## src/rtl/hazard_scoreboard_pkg.sv

```systemverilog
// Shared hazard-scoreboard constants and the CNT_WIDTH vs WB_LATENCY legality check.
`ifndef REG_ADDR_WIDTH
`define REG_ADDR_WIDTH 5
`endif

package hazard_scoreboard_pkg;

  localparam int HZ_WB_LATENCY_DEFAULT = 8;
  localparam int HZ_CNT_WIDTH          = 4;

  // Latency must be 1..15 and loadable into the counter without truncation.
  function automatic bit hz_cnt_width_ok(input int cnt_width, input int wb_latency);
    return (wb_latency >= 1) && (wb_latency <= 15) && (wb_latency < (1 << cnt_width));
  endfunction

endpackage

```

## src/rtl/hz_reg_counter.sv

```systemverilog
// One register's pending-write down-counter: load wins over decrement, never underflows.
module hz_reg_counter #(
  parameter int CNT_WIDTH = 4,
  parameter int LOAD_VAL  = 8
) (
  input  logic clk,
  input  logic rst,
  input  logic load,
  output logic nonzero,
  output logic nonzero_next
);

  localparam logic [CNT_WIDTH-1:0] LOAD_CNT = CNT_WIDTH'(LOAD_VAL);

  logic [CNT_WIDTH-1:0] cnt;
  logic [CNT_WIDTH-1:0] cnt_next;

  always_comb begin
    cnt_next = cnt;
    if (load)
      cnt_next = LOAD_CNT;
    else if (cnt != '0)
      cnt_next = cnt - CNT_WIDTH'(1);
  end

  assign nonzero_next = (cnt_next != '0);

  // The flag is its own flop so the stall muxes and pending_o see a glitch-free bit.
  always_ff @(posedge clk) begin
    if (rst) begin
      cnt     <= '0;
      nonzero <= 1'b0;
    end else begin
      cnt     <= cnt_next;
      nonzero <= nonzero_next;
    end
  end

endmodule

```

## src/rtl/hazard_scoreboard.sv

```systemverilog
// Issue-stage RAW interlock: stalls decode while any used source has a write in flight.
// Define HAZARD_STATS_EN to build the saturating stall-cycle counter; otherwise stall_cycles_o is 0.
module hazard_scoreboard
  import hazard_scoreboard_pkg::*;
#(
  parameter int NUM_REGS       = 32,
  parameter int REG_ADDR_WIDTH = `REG_ADDR_WIDTH,
  parameter int WB_LATENCY     = HZ_WB_LATENCY_DEFAULT,
  parameter int CNT_WIDTH      = HZ_CNT_WIDTH
) (
  input  logic                      clk,
  input  logic                      rst,
  input  logic                      issue_valid_i,
  input  logic [REG_ADDR_WIDTH-1:0] ra_addr_i,
  input  logic [REG_ADDR_WIDTH-1:0] rb_addr_i,
  input  logic [REG_ADDR_WIDTH-1:0] rc_addr_i,
  input  logic                      ra_used_i,
  input  logic                      rb_used_i,
  input  logic                      rc_used_i,
  input  logic [REG_ADDR_WIDTH-1:0] rd_addr_i,
  input  logic                      regwrite_i,
  output logic                      stall_o,
  output logic                      issue_o,
  output logic [NUM_REGS-1:0]       pending_o,
  output logic                      busy_o,
  output logic [31:0]               stall_cycles_o
);

  if (!hz_cnt_width_ok(CNT_WIDTH, WB_LATENCY)) begin : g_cfg_err
    $error("hazard_scoreboard: CNT_WIDTH too small or WB_LATENCY out of 1..15");
  end

  logic [NUM_REGS-1:0] nz;
  logic [NUM_REGS-1:0] nz_next;
  logic [NUM_REGS-1:0] load;
  logic                haz;

  // Sources compare against the pre-edge counters, so self-dependence sees the old value.
  assign haz = (ra_used_i & nz[ra_addr_i]) |
               (rb_used_i & nz[rb_addr_i]) |
               (rc_used_i & nz[rc_addr_i]);

  assign stall_o = issue_valid_i & haz;
  assign issue_o = issue_valid_i & ~haz;

  for (genvar r = 0; r < NUM_REGS; r++) begin : g_reg
    assign load[r] = issue_o & regwrite_i & (rd_addr_i == REG_ADDR_WIDTH'(r));

    hz_reg_counter #(
      .CNT_WIDTH (CNT_WIDTH),
      .LOAD_VAL  (WB_LATENCY)
    ) u_cnt (
      .clk          (clk),
      .rst          (rst),
      .load         (load[r]),
      .nonzero      (nz[r]),
      .nonzero_next (nz_next[r])
    );
  end

  assign pending_o = nz;

  always_ff @(posedge clk) begin
    if (rst)
      busy_o <= 1'b0;
    else
      busy_o <= |nz_next;
  end

`ifdef HAZARD_STATS_EN
  logic [31:0] stall_cnt;

  always_ff @(posedge clk) begin
    if (rst)
      stall_cnt <= '0;
    else if (stall_o && (stall_cnt != '1))
      stall_cnt <= stall_cnt + 32'd1;
  end

  assign stall_cycles_o = stall_cnt;
`else
  assign stall_cycles_o = '0;
`endif

endmodule

```

## config.mk

```make
export PLATFORM = sky130hd
export DESIGN_NAME = hazard_scoreboard
export DESIGN_NICKNAME = d
export VERILOG_FILES = /design/src/rtl/hazard_scoreboard_pkg.sv /design/src/rtl/hz_reg_counter.sv /design/src/rtl/hazard_scoreboard.sv
export SDC_FILE = /design/constraint.sdc
export NUM_CORES = 1
export LEC_CHECK = 0
export CAP_MARGIN = 25
export CORE_ASPECT_RATIO = 1.1
export CORE_MARGIN = 3
export CORE_UTILIZATION = 42
export CTS_BUF_LIST = sky130_fd_sc_hd__clkbuf_16
export CTS_CLUSTER_SIZE = 20
export DETAILED_ROUTE_END_ITERATION = 8
export HOLD_SLACK_MARGIN = 0.05
export PLACE_DENSITY_LB_ADDON = 0.05
export SLEW_MARGIN = 10
export SYNTH_ARGS = -nofsm -noshare
export SYNTH_HDL_FRONTEND = slang
export SYNTH_HIERARCHICAL = 1
export SYNTH_SLANG_ARGS = --single-unit
```

## constraint.sdc

```tcl
create_clock -name clk -period 2.8 [get_ports clk]
set_input_delay 0.28 -clock clk [delete_from_list [all_inputs] [get_ports clk]]
set_output_delay 0.28 -clock clk [all_outputs]
set_load 0.01 [all_outputs]
```

# Word-level counts from Yosys, hierarchy flattened
# Cells that the tools add are included.
# totals
regBits	161
out_inout_bits	67
wordCells	308
# classes
n_addsub	32
n_lt_le_gt_ge	3
eq_ne	31
muxes	70
n_bitwise	41
reduce_logical	66
# op_table
operator	n
$mux W4	64
$reduce_bool A4 Y1	64
$sub A4 B1 Y4 const B	32
$eq A5 B5 Y1 const B	16
$eq A5 B4 Y1 const B	8
$and A1 B1 Y1	38
$reduce_or A32 Y1	1
$eq A5 B3 Y1 const B	4
$lt A5 B6 Y1 const B	3
$bmux W1 S5	3
$eq A5 B2 Y1 const B	2
$eq A5 B1 Y1 const B	1
$logic_not A5 Y1	1
$mux W1	3
$or A1 B1 Y1	2
$not A1 Y1	1

# Longest topological paths before layout
# depth
depth_word	12
depth_mapped	15
mapped_depth_nobuf	12

# Modules after synthesis
# Netlist, hierarchy kept.
# by_module_without_submodules
module	instances	cells_each	area_each_um2	seq_area_each_um2
hz_reg_counter	32	26	259.0	100.1
hazard_scoreboard	1	234	1994.4	20.0

# Worst setup path before layout
# Ideal clock, no wire load.
# synth_timing
path_kind	input port to flip-flop
from	in rb_addr_i[1]
to	reg busy_o
arrival_ps	2985
slack_ps	-249
cell_stages	15
path_buffers	3
cell_sequence	buf_2 -> mux4_2 -> mux2i_1 -> a22oi_1 -> and4_1 -> buf_2 -> buf_6 -> nor4_1 -> nor2_1 -> nor4b_1 -> a31oi_1 -> nor4_1 -> nand4_1 -> nor2_1 -> nor2_1
# synth_via
elab_chain_cells	12
# synth_lines
element	line	rtl
from (decl)	hazard_scoreboard.sv:15	input logic [REG_ADDR_WIDTH-1:0] rb_addr_i,
$bmux W1 S5	hazard_scoreboard.sv:40	(rb_used_i & nz[rb_addr_i]) |
$mux W1 (implied by the code)	hazard_scoreboard.sv:40	
$and A1 B1 Y1	hazard_scoreboard.sv:40	
$or A1 B1 Y1	hazard_scoreboard.sv:39	assign haz = (ra_used_i & nz[ra_addr_i]) |
$or A1 B1 Y1	hazard_scoreboard.sv:40	
$not A1 Y1	hazard_scoreboard.sv:44	assign issue_o = issue_valid_i & ~haz;
$and A1 B1 Y1	hazard_scoreboard.sv:44	
$and A1 B1 Y1 (2 in series)	hazard_scoreboard.sv:47	assign load[r] = issue_o & regwrite_i & (rd_addr_i == REG_ADDR_WIDTH'(r));
net load[25]	hazard_scoreboard.sv:35	logic [NUM_REGS-1:0] load;
$mux W4	hz_reg_counter.sv:20	if (load)
$reduce_bool A4 Y1	hz_reg_counter.sv:26	assign nonzero_next = (cnt_next != '0);
net nz_next[25]	hazard_scoreboard.sv:34	logic [NUM_REGS-1:0] nz_next;
$reduce_or A32 Y1	hazard_scoreboard.sv:67	busy_o <= |nz_next;
to (signal assigned)	hazard_scoreboard.sv:67	
to (decl)	hazard_scoreboard.sv:25	output logic busy_o,
# The timed path passes the listed nets, and every way through them passes these cells. The select of a mux whose other input is x is not followed.
# A chain may end at the register's enable or synchronous reset.

# Worst setup path in the final report
# layout_timing
from	reg g_reg[24].u_cnt.nonzero
to	reg busy_o
# layout_via
elab_chain_cells	12
# layout_lines
element	line	rtl
from (decl)	hz_reg_counter.sv:9	output logic nonzero,
from (signal assigned)	hz_reg_counter.sv:35	nonzero <= nonzero_next;
$bmux W1 S5 (on tied branches)	hazard_scoreboard.sv:39, hazard_scoreboard.sv:40	
$mux W1 (on tied branches)	hazard_scoreboard.sv:39, hazard_scoreboard.sv:40	
$and A1 B1 Y1 (on tied branches)	hazard_scoreboard.sv:39, hazard_scoreboard.sv:40	
$or A1 B1 Y1	hazard_scoreboard.sv:39	
$or A1 B1 Y1 (*)	hazard_scoreboard.sv:40	
$not A1 Y1 (*)	hazard_scoreboard.sv:44	
$and A1 B1 Y1 (*)	hazard_scoreboard.sv:44	
$and A1 B1 Y1 (*) (2 in series)	hazard_scoreboard.sv:47	
net load[8]	hazard_scoreboard.sv:35	
$mux W4 (*)	hz_reg_counter.sv:20	
$reduce_bool A4 Y1 (*)	hz_reg_counter.sv:26	
net nz_next[8]	hazard_scoreboard.sv:34	
$reduce_or A32 Y1 (*)	hazard_scoreboard.sv:67	
# The timed path passes the listed nets; every way through them passes the cells marked *. The select of a mux whose other input is x is not followed.

==> metrics.md <==
| Metric | Value |
|---|---|
| Worst Path Required | 3.16 ns |
| Worst-margin pin slew | 0.775 ns |
| Met2 routed wirelength | 14100 um |
| # nets final | 1415 |
| Synth cell types | 51 |
| DR top layer | met4 |
| Met3 routed WL | 1300 um |
| Hold WC Path Type | in2reg |
| Setup Skew | 0.0136 ns |
| HPWL after DPL | 21200 um |
| Gate power share | 58.1% |
| Worst EP arrival | 3.44 ns |
| Clock sink total | 161 |
| Total Routing Usage GR | 21.2% |
| Reg clk slew, reported paths | 0.06 ns |
| Largest fanout on the critical path | 6 |
| Pwr/cell area | 1110 nW/um^2 |
| 1st-iter DRT viols | 302 |
| Die span in x | 155 um |
| Clk buf depth | 2 |
| Largest net degree at the start of global routing | 76 |
| Buffers on Ports | 61 |
| Area leader, netlist | dfxtp_1 |
| Top Ports | 94 |
| Clock power share | 13.8% |
| Final setup vio count | 10 |
| Top cells by area, synth | dfxtp_1 31%, a2111oi_2 4.7%, mux4_2 4.4% |
| GP Congestion | 0.864 |
| Fmax | 325 MHz |
| Final slew viol count | 0 |
| RSZ-0062 raised after global routing | true |
| TritonCTS buffer count | 17 |
| Vias per inst | 5.54 |
| Final WS setup | -0.275 ns |
| Area growth, synth to finish | 41.8% |
| Async set or reset register ratio after synthesis | 0% |
| Crit path kind | reg2reg |
| CP endpoint kind | flip-flop |
| Buf+Inv Stages, Crit Path | 4 |
| Seq/Total Area, Yosys | 31.3% |
| Fill cell count | 2008 |
| Startpoint Class | flip-flop |
| Final period util | 110% |
| DRC errors left | 0 |
| Hold Buf Count CTS | 0 |
| Yosys top cell area share | 31.3% |
| Syn. warnings | 6 |
| Max-slew headroom | 48.4% |
| Drt first pass iters | 4 |
| Setup tns final | -0.897 ns |
| Post-route ant nets | 0 |
| H-tree levels | 4 |
| Worst skew pair latency | 0.44 ns |
| # rows | 59 |
| First-pass GRT wire length | 45300 um |
| Fin area | 14600 um^2 |
| Final Total Pwr | 16.1 mW |
| Max-cap violations | 0 |
| Crit-path leading delay family | simple AND/OR/NAND/NOR gates |
| Initial Util | 43.1% |
| Layout cells sized above 1 | 45.4% |
| Fin crit period | 3.07 ns |
| Dpl cell area | 13000 um^2 |
| Status | complete, but fails checks |
| Synth Flop Type | dfxtp_1 |
| Final WL | 28700 um |
| Root Buffer | clkbuf_16 |
| LEAKAGE | 5.61 nW |
| Die Y-Extent | 170 um |
| Core ar. | 23800 um^2 |
| Sw Share | 40.6% |
| Number of synthesized flops with an enable pin | 0 |
| TritonCTS clock tree | yes |
| Slowest Stage Delay on Critical Path | 0.46 ns |
| Synth Cell Area | 10300 um^2 |
| Switch Pwr | 6.55 mW |
| Via count | 9286 |
| CP Cell Sequence | buf_12 -> mux4_2 -> a2bb2oi_2 -> nand4b_1 -> a41oi_4 -> buf_12 -> buf_8 -> buf_12 -> nor4_4 -> nor2_2 -> nor4b_4 -> a31oi_2 -> nor4_2 -> nand4_1 -> nor2_1 -> nor2_1 |
| Fin util | 61.1% |
| Sequential share of power | 28.1% |
| Synth Instances | 1066 |
| Worst vdd ir | 0.583 mV |
| Die area | 26400 um^2 |
| WL per Instance | 17.1 um |
| Grt total ovfl | 0 |
| Internal power | 9.58 mW |
| CP most frequent cell | buf_12 |
| Vias in the first global route | 9069 |
| Hold Fails Final Rpt | 0 |
| R2r setup slk | -0.27 ns |
| Failing checks | negative setup slack |
| Synthesized flop and latch total | 161 |
| Worst path slowest cell | mux4_2 |
| M1 WL | 12700 um |
| Antenna violations before repair | 0 |
| Worst hold slack | 0.377 ns |
| Average footprint of a synthesized cell | 9.65 um^2 |
cell usage in the layout, fill, tap and decap left out, types with 13 or more instances in the layout:
master           netlist  final
buf_6                  4     19
buf_4                 33    195
clkbuf_16              0     17
a21oi_1               32     32
dfxtp_2                0     13
a31oi_1               33     26
and4bb_2              32     32
mux4_2                20     20
clkdlybuf4s50_1        0     52
nor2_1               107     81
a311oi_1              33     27
or3b_4                32     32
nor4_4                 3     27
nor3_1                72     65
inv_1                 68     69
conb_1                 1     32
nor2_2                 0     26
nor2b_2               32     32
or4_1                 33     33
a2111oi_2             32     32
nand2_1               53     53
and2b_2               32     32
dfxtp_1              161    145
nor4b_2                0     13
a211oi_2              32     33
nor4b_4                0     19
ha_1                  32     32
buf_12                 0     14
xnor2_1               32     32
layer usage:
layer  up-vias  GRT usage [%]
li1       4606              -
met1      4470           27.2
met2       168           36.4
met3        42           4.07
met4         0           6.32
met5         -              0
worst paths after layout:
check                                             start                endpoint  depth (start not counted)
worst min register to register   g_reg[23].u_cnt/cnt[3]  g_reg[23].u_cnt/cnt[2]                          2
worst max-delay path            g_reg[24].u_cnt/nonzero                  busy_o                         16
worst min-delay path                                rst                  busy_o                          2
worst max register to register  g_reg[24].u_cnt/nonzero                  busy_o                         16
kinds of logic (layout without fill, tap and decap cells):
kind of cell	Yosys count	in the layout	share of synthesized area, %
xor gates and xnor gates	32	32	2.73
other	1	33	0.0365
DFF	161	161	31.3
adders and majority gates	32	32	3.89
and+or+nand+nor	513	514	34.3
muxes	33	33	5.67
AOI/OAI and AO/OA	172	172	16.0
buffers and inverters	122	393	6.07
repair_timing:
item                       in CTS  in global routing
resized for setup              63                 73
setup endpoints to repair      44                 43
setup buffers                  22                 41
pin swaps                      16                 61
cloned                          1                  1
power by group through the flow:
stage                     registers, mW  logic (mW)  clock network (mW)
after floorplan                    4.21        6.14                   0
after global placement             4.51        8.46                   0
after detailed placement           4.51        8.59                   0
after CTS                          4.49        8.95                2.30
after global routing               4.66        10.3                2.39
final                              4.53        9.38                2.23
worst reg2reg max path: stages, from the launching register on:
cell	delay [ns]
dfxtp_2	0.33
buf_12	0.13
mux4_2	0.46
a2bb2oi_2	0.14
nand4b_1	0.14
a41oi_4	0.17
buf_12	0.19
buf_8	0.14
buf_12	0.13
nor4_4	0.35
nor2_2	0.07
nor4b_4	0.14
a31oi_2	0.23
nor4_2	0.10
nand4_1	0.15
nor2_1	0.06
nor2_1	0.07
layout make-up:
class                      count  area [um^2]  area share [%]
multi-input combinational    815         7480            51.3
sequential                   161         3250            22.3
timing repair buffer         293         2650            18.2
clock buffer                  17          425            2.92
tap                          305          382            2.62
inverter                      68          255            1.75
clock inverter                15          133           0.910
antenna                        1         2.50          0.0172
synth_stat cells (2+ instances only):
cell / count
buf_2: 10
nor4_4: 3
a21oi_1: 32
nor3b_1: 4
nor2b_2: 32
clkbuf_1: 7
nand4_1: 6
and4bb_2: 32
nor2b_1: 6
a2111oi_2: 32
nand2b_1: 3
or4_1: 33
nor3_1: 72
and3_1: 5
nand2_1: 53
nand3_1: 15
mux4_2: 20
a211oi_2: 32
a311oi_1: 33
nor4_2: 17
a22oi_1: 2
xnor2_1: 32
nor4b_1: 33
mux2i_1: 11
ha_1: 32
buf_4: 33
dfxtp_1: 161
or3b_4: 32
nor2_1: 107
nor4_1: 14
nand4b_1: 3
buf_6: 4
a31oi_1: 33
nand3b_1: 5
inv_1: 68
mux2_2: 2
and2b_2: 32
or3_1: 2
flip-flops by register name (all words and copies together) (netlist names):
signal,count
g.u_cnt/cnt,128
g.u_cnt/nonzero,32
busy_o,1
per-stage QoR:
step / instances / setup slack, ns
after floorplan: 1097 / 0.00199
after global placement: 1583 / -0.985
after detailed placement: 1583 / -0.997
after CTS: 1637 / -0.260
after global routing: 1674 / -0.394
final: 1675 / -0.275
(Power assumes the default switching activity.)
